### src/rtl/bird_flock_fsm.sv
// Round-robin flock controller: steps each bird through clear/move/draw once per frame,
// tracking per-bird flight status, direction hold and fall/escape animation timeout.
module bird_flock_fsm #(
    parameter int unsigned NUM_BIRDS  = 2,
    parameter int unsigned TICK_DIV   = 49_999_999,
    parameter int unsigned LFSR_W     = 8,
    parameter int unsigned DIR_HOLD   = 4,
    parameter int unsigned ANIM_TICKS = 16,
    localparam int unsigned IDX_W     = (NUM_BIRDS > 1) ? $clog2(NUM_BIRDS) : 1
) (
    input  logic                   clk,
    input  logic                   reset_n,
    input  logic                   frame_tick,
    input  logic                   draw_done,
    input  logic [NUM_BIRDS-1:0]   shot,
    input  logic                   out_of_ammo,
    input  logic [NUM_BIRDS-1:0]   off_screen,
    output logic [3:0]             state,
    output logic [IDX_W-1:0]       bird_sel,
    output logic [1:0]             move_dir,
    output logic [2*NUM_BIRDS-1:0] bird_status,
    output logic [NUM_BIRDS-1:0]   respawn
);

    localparam int unsigned HOLD_W = $clog2(DIR_HOLD + 1);
    localparam int unsigned ANIM_W = (ANIM_TICKS > 0) ? $clog2(ANIM_TICKS + 1) : 1;
    localparam int unsigned DIV_W  = (TICK_DIV > 0) ? $clog2(TICK_DIV + 1) : 1;

    localparam logic [1:0] ST_FLYING   = 2'b00;
    localparam logic [1:0] ST_FALLING  = 2'b01;
    localparam logic [1:0] ST_ESCAPING = 2'b10;

    typedef enum logic [3:0] {
        S_HOLD    = 4'h0,
        S_CLEAR   = 4'h1,
        S_MOVE    = 4'h3,
        S_PREHOLD = 4'h4,
        S_DRAW    = 4'h5,
        S_NEXT    = 4'h6,
        S_RESPAWN = 4'hA
    } state_t;

    // Right-shift Galois masks; any mask with the MSB set keeps a nonzero state nonzero.
    function automatic logic [LFSR_W-1:0] taps_for(input int unsigned w);
        logic [LFSR_W-1:0] m;
        case (w)
            4:       m = LFSR_W'(32'h0000_000C);
            5:       m = LFSR_W'(32'h0000_0014);
            6:       m = LFSR_W'(32'h0000_0030);
            7:       m = LFSR_W'(32'h0000_0060);
            8:       m = LFSR_W'(32'h0000_00B8);
            16:      m = LFSR_W'(32'h0000_B400);
            default: begin
                m = '0;
                m[LFSR_W-1] = 1'b1;
                m[LFSR_W-2] = 1'b1;
            end
        endcase
        return m;
    endfunction

    localparam logic [LFSR_W-1:0] LFSR_TAPS = taps_for(LFSR_W);

    state_t             st;
    logic [IDX_W-1:0]   sel;
    logic [1:0]         status_q [NUM_BIRDS];
    logic [1:0]         dir_q    [NUM_BIRDS];
    logic [HOLD_W-1:0]  hold_q   [NUM_BIRDS];
    logic [ANIM_W-1:0]  anim_q   [NUM_BIRDS];
    logic [NUM_BIRDS-1:0] respawn_q;
    logic [LFSR_W-1:0]  lfsr_q;
    logic [DIV_W-1:0]   div_q;

    // Free-running direction source
    always_ff @(posedge clk or negedge reset_n) begin
        if (!reset_n) begin
            lfsr_q <= LFSR_W'(1);
            div_q  <= '0;
        end else if (div_q == '0) begin
            div_q  <= DIV_W'(TICK_DIV);
            lfsr_q <= lfsr_q[0] ? ((lfsr_q >> 1) ^ LFSR_TAPS) : (lfsr_q >> 1);
        end else begin
            div_q  <= div_q - DIV_W'(1);
        end
    end

    // Frame sequencer and per-bird state
    always_ff @(posedge clk or negedge reset_n) begin
        if (!reset_n) begin
            st        <= S_PREHOLD;
            sel       <= '0;
            respawn_q <= '0;
            for (int i = 0; i < NUM_BIRDS; i++) begin
                status_q[i] <= ST_FLYING;
                dir_q[i]    <= 2'b00;
                hold_q[i]   <= HOLD_W'(DIR_HOLD);
                anim_q[i]   <= '0;
            end
        end else begin
            respawn_q <= '0;
            case (st)
                S_PREHOLD: if (!frame_tick) st <= S_HOLD;
                S_HOLD: begin
                    if (frame_tick) begin
                        st  <= S_CLEAR;
                        sel <= '0;
                    end
                end
                S_CLEAR: begin
                    if (draw_done)
                        st <= (status_q[sel] == ST_FLYING) ? S_MOVE : S_DRAW;
                end
                S_MOVE: begin
                    if (hold_q[sel] <= HOLD_W'(1)) begin
                        dir_q[sel]  <= lfsr_q[1:0] ^ 2'(sel);
                        hold_q[sel] <= HOLD_W'(DIR_HOLD);
                    end else begin
                        hold_q[sel] <= hold_q[sel] - HOLD_W'(1);
                    end
                    st <= S_DRAW;
                end
                S_DRAW: begin
                    if (draw_done) begin
                        st <= S_NEXT;
                        if (status_q[sel] == ST_FLYING) begin
                            // A hit takes priority over running out of ammo
                            if (shot[sel]) begin
                                status_q[sel] <= ST_FALLING;
                                anim_q[sel]   <= ANIM_W'(ANIM_TICKS);
                            end else if (out_of_ammo) begin
                                status_q[sel] <= ST_ESCAPING;
                                anim_q[sel]   <= ANIM_W'(ANIM_TICKS);
                            end
                        end else if (off_screen[sel] || anim_q[sel] == '0) begin
                            st             <= S_RESPAWN;
                            respawn_q[sel] <= 1'b1;
                        end else begin
                            anim_q[sel] <= anim_q[sel] - ANIM_W'(1);
                        end
                    end
                end
                S_RESPAWN: begin
                    status_q[sel] <= ST_FLYING;
                    dir_q[sel]    <= lfsr_q[1:0];
                    hold_q[sel]   <= HOLD_W'(DIR_HOLD);
                    st            <= S_NEXT;
                end
                S_NEXT: begin
                    if (sel >= IDX_W'(NUM_BIRDS - 1)) begin
                        sel <= '0;
                        st  <= S_PREHOLD;
                    end else begin
                        sel <= sel + IDX_W'(1);
                        st  <= S_CLEAR;
                    end
                end
                default: begin
                    st  <= S_PREHOLD;
                    sel <= '0;
                end
            endcase
        end
    end

    assign state    = st;
    assign bird_sel = sel;
    assign move_dir = dir_q[sel];
    assign respawn  = respawn_q;

    always_comb begin
        bird_status = '0;
        for (int i = 0; i < NUM_BIRDS; i++)
            bird_status[2*i +: 2] = status_q[i];
    end

endmodule
### config.mk
export PLATFORM = sky130hd
export DESIGN_NAME = bird_flock_fsm
export DESIGN_NICKNAME = d
export VERILOG_FILES = /design/src/rtl/bird_flock_fsm.sv
export SDC_FILE = /design/constraint.sdc
export NUM_CORES = 1
export LEC_CHECK = 0
export ABC_AREA = 1
export CORE_MARGIN = 2
export CORE_UTILIZATION = 35
export DETAILED_ROUTE_END_ITERATION = 16
export SLEW_MARGIN = 0
export SYNTH_ARGS = -nofsm -noshare
export SYNTH_HDL_FRONTEND = slang
export SYNTH_SLANG_ARGS = --single-unit
export TNS_END_PERCENT = 20
### constraint.sdc
create_clock -name clk -period 3.8 [get_ports clk]
set_input_delay 0.76 -clock clk [delete_from_list [all_inputs] [get_ports clk]]
set_output_delay 0.76 -clock clk [all_outputs]
set_load 0.1 [all_outputs]
After elaboration in Yosys (flattened, before gate mapping)
Cells that the tools add are included.

cells by class
  add/sub/neg operators = 4
  $lt $le $gt $ge = 6
  equal/unequal tests = 15
  multiplexer cells = 59
  bitwise operators = 18
  reductions and logical operators = 15

operators with widths
  operator                 count
  $mux W4                  11
  $mux W10                 4
  $pmux W4 S7              1
  $logic_not A26 Y1        1
  $mux W26                 1
  $sub A26 B1 Y26 const B  1
  $mux W2                  11
  $mux W5                  4
  $mux W3                  6
  $pmux W4 S2              2
  $ne A2 B2 Y1 const B     7
  $eq A4 B3 Y1 const B     3
  $pmux W6 S2              1
  $reduce_and A4 Y1        3
  $bwmux W10               1
  $and A4 B4 Y4            2
  $and A8 B8 Y8            1
  $bwmux W4                2
  $mux W8                  1
  $not A4 Y4               2
  $not A8 Y8               1
  $or A2 B2 Y2             4
  $mux W1                  7
  $bwmux W6                1
  33 further kinds         39

word-level totals
  register bits after elaboration = 65
  input bits = 9
  output and inout port bits = 13
  logic and storage cells = 130

Longest topological paths before layout
  word-level depth = 12
  depth in mapped cells = 15
  mapped depth without buffers = 14

Worst setup path after synthesis
OpenSTA, ideal clock, no wires.

  path type = flip-flop to output port
  start = register sel (netlist: bird_sel)
  end = output port move_dir[0]
  arrival = 2080 ps
  required time = 3040 ps
  path slack = 960 ps
  stages on the path, launching flop included = 5
  path buffers = 2
  cells stage by stage = dfrtp_1 buf_6 buf_4 nand2_1 nand2_1

between the ends
  word-level cells in the longest chain between the ends = 4

RTL lines
  element                                      line  text
  from (decl)                                  65    logic [IDX_W-1:0] sel;
  from (signal assigned)                       153   sel <= sel + IDX_W'(1);
  $not A1 Y2 (not written as such)             167   assign move_dir = dir_q[sel];
  $mux W2 (not written as such) (3 in series)  167
  to (decl)                                    20    output logic [1:0] move_dir,

Every way passes these cells. The select of a mux whose other input is x is not followed.

Worst setup path in the final report
  start = register st[2] (netlist: state[2])
  end = output port state[2]

RTL lines
  element                 line  text
  from (decl)             64    state_t st;
  from (signal assigned)  111   st <= (status_q[sel] == ST_FLYING) ? S_MOVE : S_DRAW;
  to (decl)               18    output logic [3:0] state,

No word-level cell between the ends.

==> metrics.txt <==
largest family of logic cells by synthesized area=simple AND/OR/NAND/NOR gates; f_max=0.347 GHz; Post-CTS Setup Bufs=0; Final setup viols=0; die area=0.0117 mm2; ys async rst share=100%; leakage=0.00202 uW; Compound-Gate Fraction of Synth Area=8.76%; max_cap viols=0; syn_nets=519; Via-to-Cell Ratio=4.83; Reg clk slew, reported paths=0.07 ns; first-pass GRT wire length=14,200 um; Core Area=0.0104 mm2; cts hold-fix bufs=0; CP max-delay cell=clkdlybuf4s50_1; R2R depth=12; Syn Inst Count=504; pre-CTS setup slack=1.30 ns; TritonCTS clock tree=done; FP Rows=37; total power=2900 uW; # clock sinks=65; RSZ-0062 raised after global routing=false; Post-Synth Adder-Cell Area=1.98%; post-synth top area share=40.3%; post-synthesis mux area share=0.265%; Tot GR Track Use=15.3%; CP required=3.04 ns; io pins=22; reg2reg start=bird_sel$_DFFE_PN0P_; DP HPWL=5890 um; Clock Skew=0.0105 ns; Setup WS post-layout=0.920 ns; Arr. time, crit path=2.12 ns; PwrDens=675 mW/mm2; die height=108 um; critical path startpoint category=flip-flop; grt ovf=0; Initial Util=36.3%; fillers=1,082; FF/Latch Area=0.00163 mm2; initial antenna violation count=0; crit-path max FO=7; layout cell share with drive strength beyond 1=13.2%; post-DR wirelength/cell=11.8 um; status=finished, final reports clean; Worst path max stage delay=1.16 ns; Post-layout nets=547; worst-skew pair later-pin latency=0.34 ns; Worst Hold Class=in -> async; Crit Path Class=reg -> out; Fin. Hold Viols=0; placer congestion estimate=0.912; minimum clock period=2.88 ns; Slew Viols, Final=0; Avg Synthesized Cell Area=7.51 um2; Synth Flop Type=dfrtp_1; CTS max path bufs=2; r2r setup slk=1.63 ns; Tcrit/Tclk final=75.8%; Synth area leader=dfrtp_1; sum of buffers and inverters on the critical path=1; Synth Area in XOR/XNOR=2.08%; Post-synth top cells=nand2_1, dfrtp_1, nor2_1; post-synthesis simple-gate area fraction=36.9%; pin count of the biggest net entering global routing=45; post-route setup TNS=0 ns; CP top delay family=buffers and inverters; post_cts resized=0; top-count cell post-synth=nand2_1; Layout area overhead=13.6%; number of buffers added on ports=21; post-layout util=41.3%; top cells by area, synth=dfrtp_1, nand2_1, nand3_1; routed via count=3,253; drt first pass iters=4; Initial DRC Count=134; Cell Area, Placed=0.00413 mm2; Slew Limit Headroom=35.5%; final WL=7940 um; post-route ant nets=0; design area=0.00430 mm2; DR DRC count=0; CTS root buf=clkbuf_8; Post-synth EDFFs=0; yosys warns=0; Seq/Total Area, Yosys=43.1%; Yosys reg bits=65; Critical Path Sink Type=output pin; maximum vdd ir drop=0.424 mV; reg2reg end=anim_q[8]$_DFFE_PN0P_; Diodes inserted=0; Die X=108 um; CTS Buf Count=9; area occupied by multi-input gates=0.00189 mm2; H-tree lvl count=3; Distinct cells, synth=40; Slew @ Worst Pin=0.965 ns; CP cell instances=clkdlybuf4s50_1; vias in the first global route=3,133; Mapped Area=0.00378 mm2
-- metrics by stage --
stage,instances,hold WS (ns)
after floorplan,504,0.409
after global placement,657,0.426
after detailed placement,657,0.430
after CTS,673,0.407
after global routing,673,0.424
final,673,0.391
-- area by class of cell --
| type | count | share of cell area (%) |
|---|---|---|
| Multi-Input combinational cell | 376 | 44.0 |
| Timing Repair Buffer | 24 | 5.12 |
| Tap cell | 136 | 3.96 |
| Sequential cell | 65 | 38.0 |
| Clock buffer | 13 | 3.70 |
| Clock inverter | 3 | 0.349 |
| Inverter | 56 | 4.89 |
-- layout by cell type (no fill, tap or decap), drive strengths merged --
master         synthesis  layout
o21bai                 1       1
clkbuf                 0      13
clkinv                 2       5
a22oi                  2       2
xnor2                  4       4
a22o                   1       1
nand4                  5       5
o21ai                 40      40
or2                    1       1
dfstp                  4       4
nor2                  73      73
xor2                   5       5
dfrtp                 61      61
nand3                 50      50
buf                    7       7
nand3b                 5       5
o22ai                  1       1
a21oi                 10      10
clkdlybuf4s50          0      17
o31ai                  1       1
nor3b                  1       1
mux2i                  1       1
nor3                   5       5
o211ai                 1       1
a31oi                  1       1
inv                   54      54
nand2                162     162
ha                     6       6
-- registers in the layout (all words and copies together) (netlist names), named ones only --
register,count
anim_q,10
bird_sel,1
dir_q,2
div_q,26
hold_q,6
lfsr_q,8
respawn,2
state,4
-- where the power goes --
| group | total, uW | internal [uW] | switching, uW | leakage (uW) |
|---|---|---|---|---|
| registers | 910 | 812 | 97.7 | 0.000794 |
| clock network | 532 | 270 | 262 | 0.0000932 |
| logic | 1460 | 421 | 1040 | 0.00113 |
| total | 2900 | 1500 | 1400 | 0.00202 |
-- per-layer routing --
layer,global-route usage (%),vias to the layer above,part of all wire (%)
met1,20.0,1525,50
li1,-,1676,-
met5,0,-,0
met4,5.22,0,1.4
met2,25.1,43,46
met3,3.32,9,3.2
-- cells by family (layout without fill, tap and decap cells) --
| kind of cell | count (synthesis) | after routing |
|---|---|---|
| flops | 65 | 65 |
| simple gates | 302 | 302 |
| mux | 1 | 1 |
| compound gates | 58 | 58 |
| fa+ha+maj | 6 | 6 |
| buf+inv | 63 | 96 |
| xor+xnor | 9 | 9 |
-- how the worst max path moves through the flow --
stage	cells after the start	start	to	slack [ns]
finish	1	state[2]$_DFFE_PN1P_	state[2]	0.92
global route	1	state[2]$_DFFE_PN1P_	state[2]	0.88
CTS	1	state[2]$_DFFE_PN1P_	state[2]	0.91
detailed placement	1	state[2]$_DFFE_PN1P_	state[2]	1.30
global placement	1	state[2]$_DFFE_PN1P_	state[2]	1.32
floorplan	4	bird_sel$_DFFE_PN0P_	move_dir[0]	0.96
(Power assumes the default switching activity.)
==> edit 1 (config.mk and constraints unchanged) <==
Change the parameter `LFSR_W` from 8 to 12.
--- a/src/rtl/bird_flock_fsm.sv
+++ b/src/rtl/bird_flock_fsm.sv
@@ -5,3 +5,3 @@
     parameter int unsigned TICK_DIV   = 49_999_999,
-    parameter int unsigned LFSR_W     = 8,
+    parameter int unsigned LFSR_W     = 12,
     parameter int unsigned DIR_HOLD   = 4,
Formal check against the unedited RTL: no difference found for any inputs over 10 cycles, from zero or initial values and one cycle with reset_n low; that may be too few to reach the edited logic, so the function may still have changed.
==> edit 1 against the unedited design <==
Final cell count increased by 4.6%. Register-to-register slack got worse by 70 ps. Via count increased by 3.6%. Sequential cell count increased by 4. Hold slack improved by 38 ps. Highest routed layer unchanged. Global-route usage increased by 0.28 points. Cell area increased by 2.8%. Power increased by 2.0%. Setup slack improved by 13 ps. Area after synthesis increased by 2.5%. Routed wire length increased by 7.0%.
==> edit 1: results (changes against the unedited design) <==
metric;value;unit;change
outcome;complete, no violations;;
grt_util_all_layers;15.53;%;+0.28 points
post_synth_most_frequent_cells;167 x nand2_1, 71 x nor2_1, 65 x dfrtp_1;;
synth_cell_types;36;;-10%
first_global_vias;3214;;+2.6%
post_drt_wl_per_cell;12.07;um;+2.3%
synth.area.mux_share;0.2581;%;-0.0064 points
maxSlewHeadroom;35.26;%;-0.23 points
worstReg2RegEnd;lfsr_q[1]$_DFFE_PN0P_;;
ir_worst_vdd;0.0004091;V;-3.6%
dp.final_hpwl;6.119;mm;+3.9%
clock_skew;16.70;ps;+6.216 ps
setup.worst_path.start;state[2]$_DFFE_PN1P_;;
synth-xor-area-share;1.355;%;-0.73 points
synth_sequential_area_ratio;44.66;%;+1.5 points
reg.largest.list;div_q: 26 flops, lfsr_q: 12 flops, anim_q: 10 flops;;
viasPerCell;4.787;;-0.97%
crit_slowest_cell;clkdlybuf4s50_1;;
clock_latency;350;ps;
grt_start_max_net_pins;38;;-16%
clock_path_buffers;2;;unchanged
cts_tree;built;;
clk_pin_slew_worst_paths;80;ps;
number_of_drc_markers_in_iteration_0;133;;-0.75%
pre_cts_ws;1312;ps;+14.95 ps
leakagePower;0.002144;uW;+6.0%
global_route_wire_length_before_repair;14.68;mm;+3.2%
r2r_slack;1560;ps;-70 ps
syn-num-nets;547;;+5.4%
synth_compound_area_share;8.777;%;+0.014 points
worst_hold_startpoint;div_q[0]$_DFF_PN0_;;
place.gp.congestion;0.8510;;-6.7%
drive_above_1_share;10.64;%;-2.6 points
layout.nets;574;;+4.9%
synth-adder-area-share;1.936;%;-0.048 points
cpPeakStageDelay;1150;ps;
port_buffers;21;;unchanged
worst-r2r-cell-count;9;;-3
worstPathMaxFanout;7;;unchanged
crit-reg2reg-launch;div_q[6]$_DFF_PN0_;;
timing.hold.worst_path_depth;1;;
filler_cell_count;1114;;+3.0%
synth-async-reset-ratio;100.0;%;unchanged
library_cell_used_as_clock_root_buffer;clkbuf_8;;
timing.hold.worst_endpoint;div_q[0]$_DFF_PN0_;;
initial_antenna_violation_count;0;;unchanged
holdCritPathClass;flip-flop to flip-flop;;
synth.area.top_cells;dfrtp_1 42%, nand2_1 16%, nor2_1 6.9%;;
## edit 1: changes by cell type after synthesis, sizes merged, moves of 2 or more
| cell | change |
|---|---|
| nand2 | +17 |
| inv | +8 |
| nor2 | +6 |
| dfrtp | +4 |
| a21oi | +3 |
| o21ai | +3 |
| clkinv | -2 |
| nand3 | -2 |
| nand3b | -2 |
| nand4 | -2 |
| xnor2 | -2 |
## edit 1: cell type report
| cell class | count | share of cell area [%] |
|---|---|---|
| clock buffer | 10 | 2.887 |
| multi-input combinational | 394 | 42.17 |
| inverter | 62 | 5.265 |
| clock inverter | 6 | 1.444 |
| timing repair buffer | 23 | 5.095 |
| sequential | 69 | 39.17 |
| tap | 140 | 3.963 |
## edit 1: worst max path at each step
stage                              to  slack (ps)
after floorplan           move_dir[0]         920
after global placement       state[2]        1320
after detailed placement     state[2]        1310
after CTS                    state[2]         920
after global routing         state[2]         870
final                        state[2]         930
## edit 1: layer usage
layer | vias up | track usage [%] | share of wire [%]
li1 | 1742 | - | -
met2 | 74 | 26.18 | 47
met5 | - | 0 | 0
met1 | 1541 | 19.60 | 47
met3 | 13 | 4.423 | 4.3
met4 | 0 | 3.978 | 1.4
## edit 1: cell families (layout without fill, tap and decap cells)
logic type | count (synthesis) | in the layout
AND/OR/NAND/NOR | 319 | 319
buffers and inverters | 69 | 101
flip-flops | 69 | 69
adder cells (fa/ha/maj) | 6 | 6
AO/OA/AOI/OAI | 62 | 62
multiplexers | 1 | 1
XOR/XNOR | 6 | 6
## edit 1: report_power, final
part / total [uW] / switching, uW / internal [uW]
Sequential: 935 / 80.5 / 854
Combinational: 1430 / 1030 / 406
Clock: 594 / 292 / 302
Total: 2960 / 1400 / 1560
## edit 1: per-stage QoR
step / hold slack [ps] / instances / cell area (sq um)
finish: 429.7 / 704 / 4420
global route: 450.9 / 704 / 4420
CTS: 435.6 / 704 / 4420
detailed placement: 424.9 / 688 / 4229
global placement: 425.2 / 688 / 4229
floorplan: 409.1 / 532 / 3877
==> edit 2 (config.mk and constraints unchanged) <==
Made on the original files. Register the output `bird_status`, cleared by the reset; this adds one clock of latency there. The other outputs are not delayed to match.
--- a/src/rtl/bird_flock_fsm.sv
+++ b/src/rtl/bird_flock_fsm.sv
@@ -41,2 +41,4 @@
     } state_t;
+
+    logic [2*NUM_BIRDS-1:0] bird_status_d;
 
@@ -170,5 +172,13 @@
     always_comb begin
-        bird_status = '0;
+        bird_status_d = '0;
         for (int i = 0; i < NUM_BIRDS; i++)
-            bird_status[2*i +: 2] = status_q[i];
+            bird_status_d[2*i +: 2] = status_q[i];
+    end
+
+    always_ff @(posedge clk or negedge reset_n) begin
+        if (!reset_n) begin
+            bird_status <= '0;
+        end else begin
+            bird_status <= bird_status_d;
+        end
     end
Check against the original RTL: not equivalent (Yosys sat finds a counterexample within 10 cycles, from zero or initial values and one cycle with reset_n low).
==> edit 2 against the unedited design <==
Routed wire length increased by 4.6%. Clock power about the same. Area after synthesis increased by 0.23%. Sequential cell count increased by 4. Cell area increased by 0.47%. Setup slack improved by 30 ps. Power increased by 3.3%. Hold slack improved by 15 ps. Global-route usage increased by 0.31 points. Via count increased by 1.6%.
==> edit 2: results (changes against the unedited design) <==
metric;value;unit;change
outcome;complete, no violations;;
filler_cell_count;1100;;+1.7%
grt_start_max_net_pins;29;;-36%
synth-async-reset-ratio;100.0;%;unchanged
number_of_drc_markers_in_iteration_0;176;;+31%
fin_crit;2850;ps;-30.40 ps
post_synth_most_frequent_cells;158 x nand2_1, 65 x dfrtp_1, 64 x nor2_1;;
worst_slew_pin_slew;971.1;ps;+6.412 ps
synth_cell_types;39;;-2.5%
cts_resized;0;;unchanged
worst-r2r-cell-count;13;;+1
detailed_place.area;0.004149;sq mm;+0.58%
dp.final_hpwl;6.104;mm;+3.6%
first_global_vias;3164;;+0.99%
worstPathMaxFanout;6;;-1
drive_above_1_share;9.208;%;-4.0 points
global_route_wire_length_before_repair;14.43;mm;+1.5%
synth.area.top_cells;dfrtp_1 43%, nand2_1 16%, nand3_1 6.3%;;
crit_arrival;2090;ps;-30 ps
synth_sequential_area_ratio;45.66;%;+2.5 points
ir_worst_vdd;0.0004847;V;+14%
clock_skew;5.522;ps;-4.957 ps
post_layout_utilization_of_the_core;40.37;%;-0.90 points
wl;8.303;mm;+4.6%
layout.nets;553;;+1.1%
worstReg2RegEnd;anim_q[6]$_DFFE_PN0P_;;
syn-num-nets;525;;+1.2%
pre_cts_ws;1314;ps;+17.12 ps
==> edit 2: cell types whose count changed after synthesis, sizes merged, moves of 2 or more <==
| cell | change |
|---|---|
| nand4 | +3 |
| clkbuf | +2 |
| inv | +2 |
| o21ai | -3 |
| clkinv | -2 |
| dfrtp | +4 |
==> edit 2: cell families (layout without fill, tap and decap cells) <==
kind of cell | after synthesis | in the layout | synth area share, %
multiplexers | 1 | 1 | 0.2639
buffers and inverters | 64 | 97 | 6.830
AND/OR/NAND/NOR | 305 | 305 | 34.77
XOR/XNOR | 8 | 8 | 1.848
adder cells (fa/ha/maj) | 6 | 6 | 1.979
AO/OA/AOI/OAI | 57 | 57 | 8.644
flip-flops | 69 | 69 | 45.66
==> edit 2: final cells by class <==
type	instances	area share (%)
clock buffers	12	3.360
flip-flops and latches	69	40.09
multi-input cells	377	41.72
repair buffers	25	5.272
well taps	140	4.056
clock inverters	4	0.5794
inverters	56	4.925
==> edit 2: through the flow <==
stage                     instances  hold WS (ps)
after floorplan                 510         367.9
after global placement          667         411.2
after detailed placement        667         399.9
after CTS                       683         406.6
after global routing            683         425.8
final                           683         405.9
==> edit 2: report_power, final <==
group | internal [uW] | leakage [uW] | switching (uW) | total [uW]
clock | 253 | 0.0000824 | 281 | 534
sequential | 880 | 0.000844 | 103 | 983
combinational | 409 | 0.00117 | 1070 | 1480
==> edit 2: layer usage <==
| metal | routed length, um | share of wire, % | track usage, % |
|---|---|---|---|
| met1 | 4000 | 48 | 21.11 |
| met2 | 3939 | 47 | 23.85 |
| met3 | 256 | 3.1 | 4.219 |
| met4 | 106 | 1.3 | 5.769 |
| met5 | 0 | 0 | 0 |
==> edit 2: worst min path at each step <==
stage | start | end | slack, ps | cells past startpoint
floorplan | flip-flop | bird_status[3]$_DFF_PN0_ | 370 | 0
global placement | flip-flop | bird_status[0]$_DFF_PN0_ | 410 | 0
detailed placement | flip-flop | bird_status[1]$_DFF_PN0_ | 400 | 0
CTS | reset_n | div_q[0]$_DFF_PN0_ | 410 | 1
global route | reset_n | div_q[4]$_DFF_PN0_ | 430 | 1
finish | reset_n | div_q[0]$_DFF_PN0_ | 410 | 1
